`src/rtl/axi_rd_arb2_if.sv`:
```
// AXI4 read-channel bundle (AR + R) shared by the upstream masters and the slave port.
interface axi_rd_arb2_if #(
    parameter int unsigned IDW = 4
);
    logic            arvalid;
    logic            arready;
    logic [31:0]     araddr;
    logic [IDW-1:0]  arid;
    logic [7:0]      arlen;
    logic [1:0]      arburst;
    logic [2:0]      arsize;
    logic            rvalid;
    logic            rready;
    logic [63:0]     rdata;
    logic [1:0]      rresp;
    logic [IDW-1:0]  rid;
    logic            rlast;

    modport master (
        output arvalid, araddr, arid, arlen, arburst, arsize, rready,
        input  arready, rvalid, rdata, rresp, rid, rlast
    );

    modport slave (
        input  arvalid, araddr, arid, arlen, arburst, arsize, rready,
        output arready, rvalid, rdata, rresp, rid, rlast
    );
endinterface

```
`src/rtl/axi_rd_arb2.sv`:
```
// Two-master AXI4 read arbiter: tags AR IDs with the grant index and routes R beats by that tag.
// Optional macro AXI_RD_ARB_RR_EN selects round-robin tie-break (default: m0 fixed priority).
module axi_rd_arb2 #(
    parameter int unsigned TAGW     = 4,
    parameter int unsigned MAX_OUTS = 4
) (
    input  logic              aclk,
    input  logic              rst_l,
    axi_rd_arb2_if.slave      m0_if,
    axi_rd_arb2_if.slave      m1_if,
    axi_rd_arb2_if.master     s_if,
    output logic              rsp_err
);

    localparam int unsigned CNTW = 4;

    typedef enum logic {
        ARB_OPEN   = 1'b0,
        ARB_LOCKED = 1'b1
    } arb_st_e;

    arb_st_e          st_q;
    logic             grant_q;
    logic             grant;
    logic [CNTW-1:0]  cnt0_q, cnt1_q;
    logic             elig0, elig1, elig_g;
    logic             ar_hs, dst, r_last_hs;
    logic             inc0, inc1, dec0, dec1, err_hit;

`ifdef AXI_RD_ARB_RR_EN
    logic             last_grant_q;
`endif

    // Eligibility uses registered counts, so a completion cannot unblock a grant in the same cycle
    assign elig0 = m0_if.arvalid && (cnt0_q < CNTW'(MAX_OUTS));
    assign elig1 = m1_if.arvalid && (cnt1_q < CNTW'(MAX_OUTS));

    always_comb begin
        grant = grant_q;
        if (st_q == ARB_OPEN) begin
`ifdef AXI_RD_ARB_RR_EN
            if (elig0 && elig1) grant = ~last_grant_q;
            else                grant = elig1;
`else
            grant = elig1 && !elig0;
`endif
        end
    end

    assign elig_g          = grant ? elig1 : elig0;
    assign s_if.arvalid    = rst_l && elig_g;
    assign ar_hs           = s_if.arvalid && s_if.arready;
    assign m0_if.arready   = ar_hs && !grant;
    assign m1_if.arready   = ar_hs && grant;

    assign s_if.araddr     = grant ? m1_if.araddr  : m0_if.araddr;
    assign s_if.arlen      = grant ? m1_if.arlen   : m0_if.arlen;
    assign s_if.arburst    = grant ? m1_if.arburst : m0_if.arburst;
    assign s_if.arsize     = grant ? m1_if.arsize  : m0_if.arsize;
    assign s_if.arid       = {grant, (grant ? m1_if.arid : m0_if.arid)};

    // R path: the top ID bit selects the destination master
    assign dst             = s_if.rid[TAGW];
    assign m0_if.rvalid    = rst_l && s_if.rvalid && !dst;
    assign m1_if.rvalid    = rst_l && s_if.rvalid && dst;
    assign s_if.rready     = rst_l && (dst ? m1_if.rready : m0_if.rready);

    assign m0_if.rdata     = s_if.rdata;
    assign m1_if.rdata     = s_if.rdata;
    assign m0_if.rresp     = s_if.rresp;
    assign m1_if.rresp     = s_if.rresp;
    assign m0_if.rlast     = s_if.rlast;
    assign m1_if.rlast     = s_if.rlast;
    assign m0_if.rid       = s_if.rid[TAGW-1:0];
    assign m1_if.rid       = s_if.rid[TAGW-1:0];

    assign r_last_hs       = s_if.rvalid && s_if.rready && s_if.rlast;
    assign inc0            = ar_hs && !grant;
    assign inc1            = ar_hs && grant;
    assign dec0            = r_last_hs && !dst;
    assign dec1            = r_last_hs && dst;
    assign err_hit         = (dec0 && (cnt0_q == '0)) || (dec1 && (cnt1_q == '0));

    // A completion against an empty counter is flagged, never wrapped
    function automatic logic [CNTW-1:0] cnt_next(input logic [CNTW-1:0] cnt,
                                                 input logic inc, input logic dec);
        logic [CNTW-1:0] n;
        n = cnt;
        if (inc && !dec)                      n = cnt + CNTW'(1);
        else if (dec && !inc && cnt != '0)    n = cnt - CNTW'(1);
        return n;
    endfunction

    always_ff @(posedge aclk or negedge rst_l) begin
        if (!rst_l) begin
            st_q         <= ARB_OPEN;
            grant_q      <= 1'b0;
            cnt0_q       <= '0;
            cnt1_q       <= '0;
            rsp_err      <= 1'b0;
`ifdef AXI_RD_ARB_RR_EN
            last_grant_q <= 1'b1;
`endif
        end else begin
            cnt0_q <= cnt_next(cnt0_q, inc0, dec0);
            cnt1_q <= cnt_next(cnt1_q, inc1, dec1);
            if (err_hit) rsp_err <= 1'b1;
`ifdef AXI_RD_ARB_RR_EN
            if (ar_hs) last_grant_q <= grant;
`endif
            case (st_q)
                ARB_OPEN: begin
                    if (s_if.arvalid && !s_if.arready) begin
                        st_q    <= ARB_LOCKED;
                        grant_q <= grant;
                    end
                end
                ARB_LOCKED: begin
                    if (ar_hs) st_q <= ARB_OPEN;
                end
            endcase
        end
    end

endmodule

```
`src/flat_wrapper.sv`:
```
// flat-port wrapper written by rule: the top's interface ports become plain ports
module axi_rd_arb2_flat 
#(
    parameter int unsigned TAGW     = 4,
    parameter int unsigned MAX_OUTS = 4
)
  (aclk, rst_l, rsp_err, m0_if_arvalid, m0_if_araddr, m0_if_arid, m0_if_arlen, m0_if_arburst, m0_if_arsize, m0_if_rready, m0_if_arready, m0_if_rvalid, m0_if_rdata, m0_if_rresp, m0_if_rid, m0_if_rlast, m1_if_arvalid, m1_if_araddr, m1_if_arid, m1_if_arlen, m1_if_arburst, m1_if_arsize, m1_if_rready, m1_if_arready, m1_if_rvalid, m1_if_rdata, m1_if_rresp, m1_if_rid, m1_if_rlast, s_if_arvalid, s_if_araddr, s_if_arid, s_if_arlen, s_if_arburst, s_if_arsize, s_if_rready, s_if_arready, s_if_rvalid, s_if_rdata, s_if_rresp, s_if_rid, s_if_rlast);
  axi_rd_arb2_if #(.IDW(TAGW)) m0_if_i ();
  axi_rd_arb2_if #(.IDW(TAGW)) m1_if_i ();
  axi_rd_arb2_if #(.IDW(TAGW + 1)) s_if_i ();
  input  logic aclk;
  input  logic rst_l;
  output logic rsp_err;
  input wire logic [$bits(m0_if_i.arvalid)-1:0] m0_if_arvalid;
  input wire logic [$bits(m0_if_i.araddr)-1:0] m0_if_araddr;
  input wire logic [$bits(m0_if_i.arid)-1:0] m0_if_arid;
  input wire logic [$bits(m0_if_i.arlen)-1:0] m0_if_arlen;
  input wire logic [$bits(m0_if_i.arburst)-1:0] m0_if_arburst;
  input wire logic [$bits(m0_if_i.arsize)-1:0] m0_if_arsize;
  input wire logic [$bits(m0_if_i.rready)-1:0] m0_if_rready;
  output wire logic [$bits(m0_if_i.arready)-1:0] m0_if_arready;
  output wire logic [$bits(m0_if_i.rvalid)-1:0] m0_if_rvalid;
  output wire logic [$bits(m0_if_i.rdata)-1:0] m0_if_rdata;
  output wire logic [$bits(m0_if_i.rresp)-1:0] m0_if_rresp;
  output wire logic [$bits(m0_if_i.rid)-1:0] m0_if_rid;
  output wire logic [$bits(m0_if_i.rlast)-1:0] m0_if_rlast;
  input wire logic [$bits(m1_if_i.arvalid)-1:0] m1_if_arvalid;
  input wire logic [$bits(m1_if_i.araddr)-1:0] m1_if_araddr;
  input wire logic [$bits(m1_if_i.arid)-1:0] m1_if_arid;
  input wire logic [$bits(m1_if_i.arlen)-1:0] m1_if_arlen;
  input wire logic [$bits(m1_if_i.arburst)-1:0] m1_if_arburst;
  input wire logic [$bits(m1_if_i.arsize)-1:0] m1_if_arsize;
  input wire logic [$bits(m1_if_i.rready)-1:0] m1_if_rready;
  output wire logic [$bits(m1_if_i.arready)-1:0] m1_if_arready;
  output wire logic [$bits(m1_if_i.rvalid)-1:0] m1_if_rvalid;
  output wire logic [$bits(m1_if_i.rdata)-1:0] m1_if_rdata;
  output wire logic [$bits(m1_if_i.rresp)-1:0] m1_if_rresp;
  output wire logic [$bits(m1_if_i.rid)-1:0] m1_if_rid;
  output wire logic [$bits(m1_if_i.rlast)-1:0] m1_if_rlast;
  output wire logic [$bits(s_if_i.arvalid)-1:0] s_if_arvalid;
  output wire logic [$bits(s_if_i.araddr)-1:0] s_if_araddr;
  output wire logic [$bits(s_if_i.arid)-1:0] s_if_arid;
  output wire logic [$bits(s_if_i.arlen)-1:0] s_if_arlen;
  output wire logic [$bits(s_if_i.arburst)-1:0] s_if_arburst;
  output wire logic [$bits(s_if_i.arsize)-1:0] s_if_arsize;
  output wire logic [$bits(s_if_i.rready)-1:0] s_if_rready;
  input wire logic [$bits(s_if_i.arready)-1:0] s_if_arready;
  input wire logic [$bits(s_if_i.rvalid)-1:0] s_if_rvalid;
  input wire logic [$bits(s_if_i.rdata)-1:0] s_if_rdata;
  input wire logic [$bits(s_if_i.rresp)-1:0] s_if_rresp;
  input wire logic [$bits(s_if_i.rid)-1:0] s_if_rid;
  input wire logic [$bits(s_if_i.rlast)-1:0] s_if_rlast;
  assign m0_if_i.arvalid = m0_if_arvalid;
  assign m0_if_i.araddr = m0_if_araddr;
  assign m0_if_i.arid = m0_if_arid;
  assign m0_if_i.arlen = m0_if_arlen;
  assign m0_if_i.arburst = m0_if_arburst;
  assign m0_if_i.arsize = m0_if_arsize;
  assign m0_if_i.rready = m0_if_rready;
  assign m0_if_arready = m0_if_i.arready;
  assign m0_if_rvalid = m0_if_i.rvalid;
  assign m0_if_rdata = m0_if_i.rdata;
  assign m0_if_rresp = m0_if_i.rresp;
  assign m0_if_rid = m0_if_i.rid;
  assign m0_if_rlast = m0_if_i.rlast;
  assign m1_if_i.arvalid = m1_if_arvalid;
  assign m1_if_i.araddr = m1_if_araddr;
  assign m1_if_i.arid = m1_if_arid;
  assign m1_if_i.arlen = m1_if_arlen;
  assign m1_if_i.arburst = m1_if_arburst;
  assign m1_if_i.arsize = m1_if_arsize;
  assign m1_if_i.rready = m1_if_rready;
  assign m1_if_arready = m1_if_i.arready;
  assign m1_if_rvalid = m1_if_i.rvalid;
  assign m1_if_rdata = m1_if_i.rdata;
  assign m1_if_rresp = m1_if_i.rresp;
  assign m1_if_rid = m1_if_i.rid;
  assign m1_if_rlast = m1_if_i.rlast;
  assign s_if_arvalid = s_if_i.arvalid;
  assign s_if_araddr = s_if_i.araddr;
  assign s_if_arid = s_if_i.arid;
  assign s_if_arlen = s_if_i.arlen;
  assign s_if_arburst = s_if_i.arburst;
  assign s_if_arsize = s_if_i.arsize;
  assign s_if_rready = s_if_i.rready;
  assign s_if_i.arready = s_if_arready;
  assign s_if_i.rvalid = s_if_rvalid;
  assign s_if_i.rdata = s_if_rdata;
  assign s_if_i.rresp = s_if_rresp;
  assign s_if_i.rid = s_if_rid;
  assign s_if_i.rlast = s_if_rlast;
  axi_rd_arb2 #(.TAGW(TAGW), .MAX_OUTS(MAX_OUTS)) u_core (.aclk(aclk), .rst_l(rst_l), .m0_if(m0_if_i), .m1_if(m1_if_i), .s_if(s_if_i), .rsp_err(rsp_err));
endmodule
```
`config.mk`:
```
export PLATFORM = sky130hd
export DESIGN_NAME = axi_rd_arb2_flat
export DESIGN_NICKNAME = d
export VERILOG_FILES = /design/src/rtl/axi_rd_arb2_if.sv /design/src/rtl/axi_rd_arb2.sv /design/src/flat_wrapper.sv
export SDC_FILE = /design/constraint.sdc
export NUM_CORES = 1
export LEC_CHECK = 0
export CAP_MARGIN = 20
export CORE_AREA = 2 2 146 148
export CTS_CLUSTER_DIAMETER = 40
export DETAILED_ROUTE_END_ITERATION = 12
export DIE_AREA = 0 0 148 150
export GPL_ROUTABILITY_DRIVEN = 0
export SYNTH_ARGS = -nofsm -noshare
export SYNTH_HDL_FRONTEND = slang
export SYNTH_SLANG_ARGS = --single-unit
```
`constraint.sdc`:
```
create_clock -name aclk -period 3.53 [get_ports aclk]
set_input_delay 0.353 -clock aclk [delete_from_list [all_inputs] [get_ports aclk]]
set_output_delay 0.353 -clock aclk [all_outputs]
set_load 0.03 [all_outputs]
```
==> results of run 1 <==
## kinds of logic (layout without fill, tap and decap cells)
family / count (synthesis) / in the layout
muxes: 56 / 56
AOI/OAI and AO/OA: 20 / 20
and+or+nand+nor: 26 / 26
buffers and inverters: 150 / 179
xor gates and xnor gates: 5 / 5
adders and majority gates: 6 / 6
DFF: 11 / 11
## sequential cells by signal (all words and copies together), names as in the netlist, named ones only
name and count:
u_core.grant_q 1, u_core.cnt0_q 4, u_core.rsp_err 1, u_core.cnt1_q 4
## per-layer routing
metal  up-vias  wire length, um
li1        843                -
met1       801             2862
met2       216             3846
met3         4             1654
met4         0               19
met5         -                0
## placed cells by master, fill, tap and decap left out, types with 2 or more instances in the layout
master and instances:
a21o_1 3, a21oi_1 5, and3_1 2, buf_4 12, clkbuf_16 3, clkdlybuf4s50_1 161, dfrtp_1 11, fa_1 2
ha_1 4, mux2_2 53, mux2i_1 2, nand2_1 6, nand2b_1 2, nand3_1 2, nor2_1 2, nor3b_1 3
nor4_1 2, xnor2_1 3, xor2_1 2
## worst max-delay path, cell delays in order
cell	delay [ns]
clkdlybuf4s50_1	0.47
nor3b_1	0.25
nand2_1	0.13
o21ai_4	0.17
buf_4	0.30
mux2_2	0.37
clkdlybuf4s50_1	0.60
## where the power goes
part           switching (mW)  leakage [nW]  internal (mW)
Combinational           0.920          1.06          0.918
Sequential             0.0852         0.132          0.191
Clock                  0.0567        0.0382          0.152
## per-stage QoR
stage	power [mW]	hold WS, ns	cell area (um2)	instances	utilization
2_1_floorplan	1.742	0.05741	2437	274	-
5_1_grt	2.471	0.3334	3490	578	0.1687
3_3_place_gp	2.124	0.4814	3411	574	0.1649
6_report	2.322	0.3237	3490	578	0.1687
3_5_place_dp	2.133	0.4696	3411	574	0.1649
4_1_cts	2.353	0.3275	3490	578	0.1687
## layout make-up
class | count | area, um2 | share of cell area
repair buffers | 174 | 1722 | 0.4934
multi-input cells | 113 | 1066 | 0.3055
well taps | 275 | 344.1 | 0.09860
flip-flops and latches | 11 | 275.3 | 0.07888
clock buffers | 4 | 78.83 | 0.02259
inverters | 1 | 3.754 | 0.001076
## path summary, 6_finish.rpt
check,from,endpoint,slack (ns)
worst max register to register,u_core.cnt1_q[3],u_core.cnt1_q[3],0.95
worst max-delay path,m1_if_arvalid,s_if_araddr[1],0.52
min in group aclk,u_core.rsp_err,u_core.rsp_err,0.49
worst min register to register,u_core.rsp_err,u_core.rsp_err,0.49
worst min-delay path,rst_l,u_core.rsp_err,0.32
max in group asynchronous,rst_l,async pin,2.83
==> out/results.ini, run 1 <==
[place]
place_ws_ns = 0.4986
port_buffers = 166
hpwl_um = 7293

[synth]
yosysWarnings = 0
synthAdderAreaFrac = 0.03696
synth-seq-cells = 11
synthTopCellsByArea = buf_4, mux2_2, dfrtp_1
synth_edf_count = 0
syn-cell-area_um2 = 2437
postSynth.asyncResetShare = 1.000
synth_top_area_frac = 0.4405
synth_largest_area_cell = buf_4
ys_types = 40
synth_compound_area_frac = 0.05801
synthMuxAreaShare = 0.2587
synthSimpleGateAreaFrac = 0.06109
netlist_instances = 274
ys_seq_area_frac = 0.1129
synthFlopType = dfrtp_1
synth.most_common_cell = buf_4
ys_top_cells_by_count = buf_4, mux2_2, dfrtp_1, nand2_1
synthXorXnorAreaFrac = 0.01797
synth_top_family_by_area = buffers and inverters
synthesis.nets = 458
synth.avg_cell_area_um2 = 8.895

[routing]
first_iter_violations = 55
num_vias = 1864
via_per_inst = 3.225
avgRoutedWirePerCell_um = 14.50
firstDrtPassIters = 4
ant_nets = 0
drt-total-wl_um = 8382
drcViolationCount = 0

[job]
drv_cap = 0

[sta]
rsz0062_at_grt = no
min_period_ns = 3.013
max-slew-margin-rel = 0.6978
skew_ns = 0.004698
timing.final.max_slew_violations = 0
setup_violations = 0
fmax_mhz = 331.9
layout_setup_ws_ns = 0.5173
fin_crit_sh = 0.8535
hold_violations = 0
tightest_slew_ns = 0.4491
fin_setup_tns_ns = 0

[floorplan]
die_area_um2 = 22200
boundaryPins = 377
core_area_um2 = 20690
start_util = 0.1178
num_rows = 53
die_h_um = 150
die_w_um = 148

[global_route]
grt_max_degree = 32
grt_use_total = 0.06868
grt_first_pass_wirelength_um = 11540
grt_overflow = 0
grt_busiest_layer = met2
use_met1 = 0.07024
antenna_found_initial = 0
grtUsageMet2 = 0.1130
grt_pass1_vias = 1902
met3_usage = 0.05610

[worst_hold_path]
hold_class = in2async

[final_layout]
fill_cells = 2328
num_antenna_cells = 0
finalNetCount = 488
layout-drive-gt1-share = 0.2409
areaGrowthSynthToFinish_pct = 43.17

[cts]
cts_buffer_depth = 2
clkTransAtPathRegs_ns = 0.04
clkLatencyLatePin_ns = 0.24
htree_levels = 1
cts_setup_buffers = 0
cts_tree = done
numClockSinks = 11
cts_buffers = 3
cts_root_buffer = clkbuf_16
hold_buffers = 0
ctsResizeCount = 0

[critical_path]
crit_path_start_kind = input port
crit_type = in2out
cp_max_fo = 19
rr_worst_depth = 9
end_kind = output port
cp.required_ns = 3.18
cp_data_arrival_time_ns = 2.66

[run_status]
outcome = finished clean

[pwr]
power_leakage_nw = 1.234
ir_drop_v = 0.0002645
cellPowerDensity_nw_per_um2 = 665.5

Power figures use the tool's default switching activity.
==> inputs of run 2 (changes only) <==
- ABC_AREA: not set -> 1
==> run 2 against run 1 <==
  * First-iteration DRC count decreased by 3.6%
  * Register-to-register slack better by 0.07 ns
  * Via count increased by 24%
  * Die area unchanged
  * Clock skew fell by 0.0042 ns
  * Maximum frequency increased by 7.3%
  * Utilization increased by 0.44 points
  * Total power grew 14%
  * Clock power is essentially flat
  * Critical endpoint is now s_if_araddr[0]
==> out/results.ini, run 2 <==
[run_status]
outcome = finished clean

[routing]
drt-total-wl_um = 8403
first_iter_violations = 53
firstDrtPassIters = 4
drcViolationCount = 0
ant_nets = 0
num_vias = 2310
via_per_inst = 3.267
avgRoutedWirePerCell_um = 11.89

[synth]
netlist_instances = 410
postSynth.asyncResetShare = 1.000
syn-cell-area_um2 = 2559
synth-seq-cells = 11
ys_top_cells_by_count = nand2_1, buf_4, inv_1, dfrtp_1
synth_top_area_frac = 0.4196
synthTopCellsByArea = buf_4, nand2_1, dfrtp_1
ys_seq_area_frac = 0.1076
synthFlopType = dfrtp_1
synth_edf_count = 0
synthesis.nets = 594
synth.avg_cell_area_um2 = 6.241
yosysWarnings = 0
synth_largest_area_cell = buf_4
ys_types = 30
synth.most_common_cell = nand2_1

[final_layout]
layout_commonest_cell = nand2_1
finalNetCount = 617
areaGrowthSynthToFinish_pct = 39.90
layout_common_cells = nand2_1, clkdlybuf4s50_1, inv_1
top_regs = u_core.cnt0_q: 4 flops, u_core.cnt1_q: 4 flops
design_area_um2 = 3580
fin_cells = 707
layout-drive-gt1-share = 0.07639
num_antenna_cells = 0

[place]
placed_area_um2 = 3501
dp_cells = 703
port_buffers = 166
hpwl_um = 7115

[sta]
timing.final.max_slew_violations = 0
fmax_mhz = 356.1
fin_setup_tns_ns = 0
tightest_slew_ns = 0.4033
hold_violations = 0
setup_violations = 0
fin_crit_sh = 0.7955
min_period_ns = 2.808
rsz0062_at_grt = no
max-slew-margin-rel = 0.7287
skew_ns = 0.0005088

[critical_path]
critPathSlowestCell = clkdlybuf4s50_1
cp_max_fo = 31
rr_worst_depth = 18
crit_buf_inv = 4
rr_startpoint = u_core.cnt0_q[2]
cp_top_family = buffers and inverters
rrSetupSlack_ns = 1.02
crit_path_start_kind = input port
path_cells = clkdlybuf4s50_1, inv_1, nor2_4, nand3_2, nand2_2, buf_4, nand2_1, nand2_1, clkdlybuf4s50_1
cp.required_ns = 3.18
crit_path_max_incr_delay_ns = 0.68
end_kind = output port
crit_type = in2out
cp_data_arrival_time_ns = 2.46
worstReg2RegEnd = u_core.cnt0_q[3]

[global_route]
grt_max_degree = 32
grt_use_total = 0.06842
grt_first_pass_wirelength_um = 11790
grt_overflow = 0
grt_pass1_vias = 2196
antenna_found_initial = 0

[cts]
hold_buffers = 0
cts_buffer_depth = 2
cts_root_buffer = clkbuf_16
cts_tree = done
cts_setup_buffers = 0
ctsResizeCount = 0
clkTransAtPathRegs_ns = 0.04
htree_levels = 1
clkLatencyLatePin_ns = 0.24
numClockSinks = 11
cts_buffers = 3

[pwr]
ir_drop_v = 0.0003193
cellPowerDensity_nw_per_um2 = 741.7
combPwrFrac = 0.825
power_leakage_nw = 1.600
power_frac_clock = 0.080
swShare = 0.5430
internal-power_mw = 1.213
seq_power_share = 0.095
power_mw = 2.655
p_switching_mw = 1.442

[floorplan]
core_area_um2 = 20690
die_h_um = 150
die_w_um = 148
num_rows = 53
start_util = 0.1237
boundaryPins = 377
die_area_um2 = 22200

[job]
drv_cap = 0

[worst_hold_path]
hold_class = in2async

## run 2: cell types whose count changed after synthesis, sizes merged, moves of 5 or more
cell / before / now
nor2: 2 / 7
mux2: 53 / 0
nand3: 2 / 9
o21ai: 2 / 7
inv: 1 / 18
nand2: 6 / 178
clkbuf: 1 / 8
## run 2: worst max-delay path by stage
stage                     start          endpoint  slack (ns)  cells after the start
3_3_place_gp              rst_l  u_core.cnt0_q[3]        0.67                     15
6_report          m1_if_arvalid    s_if_araddr[0]        0.72                      9
5_1_grt           m1_if_arvalid    s_if_araddr[7]        0.58                      9
4_1_cts           m1_if_arvalid    s_if_araddr[0]        0.69                      9
3_5_place_dp              rst_l  u_core.cnt1_q[3]        0.62                     14
2_1_floorplan  u_core.cnt0_q[3]  u_core.cnt0_q[3]        1.32                     17
## run 2: power groups by stage
stage	combinational [mW]	clock [mW]	sequential, mW
5_1_grt	2.37	0.226	0.262
2_1_floorplan	1.57	0	0.251
3_5_place_dp	2.22	0	0.256
4_1_cts	2.23	0.217	0.255
3_3_place_gp	2.21	0	0.257
6_report	2.19	0.212	0.253
## run 2: cell families (layout without fill, tap and decap cells)
kind of cell,after synthesis,count (layout),share of synthesized area
compound gates,13,13,0.03179
xor+xnor,4,4,0.01369
fa+ha+maj,6,6,0.03521
buf+inv,172,194,0.4636
flops,11,11,0.1076
simple gates,204,204,0.3482
## run 2: worst reg2reg max path, stage by stage (launching register included)
cell	delay [ns]
dfrtp_1	0.41
nor2_1	0.11
nand2_1	0.12
nand2_1	0.09
nand2_1	0.06
nand2_2	0.08
buf_12	0.18
nand4_2	0.12
inv_2	0.12
nand2_4	0.09
ha_1	0.33
nand2_1	0.07
nand2_1	0.05
a31oi_1	0.19
inv_1	0.08
o21ai_2	0.15
nand2_1	0.07
nand2_1	0.05
nand2_1	0.04
## run 2: layer usage
| metal | vias up | part of all wire | GRT usage |
|---|---|---|---|
| met1 | 951 | 0.37 | 0.07773 |
| met3 | 63 | 0.13 | 0.03598 |
| li1 | 1148 | - | - |
| met4 | 0 | 0.068 | 0.04905 |
| met2 | 148 | 0.43 | 0.09769 |
| met5 | - | 0 | 0 |
## run 2: cell type report
cell class | count | area [um2]
Inverter | 19 | 72.57
Sequential cell | 11 | 275.3
Multi-Input combinational cell | 227 | 1097
Clock buffer | 4 | 78.83
Timing Repair Buffer | 171 | 1712
Fill cell | 2376 | 17110
Tap cell | 275 | 344.1
## run 2: stage by stage
step	setup slack, ns	util	hold WS (ns)
6_report	0.7219	0.1730	0.3829
5_1_grt	0.5783	0.1730	0.3984
4_1_cts	0.6946	0.1730	0.3968
3_5_place_dp	0.6171	0.1692	0.4804
3_3_place_gp	0.6718	0.1692	0.4714
2_1_floorplan	1.316	-	0.05741
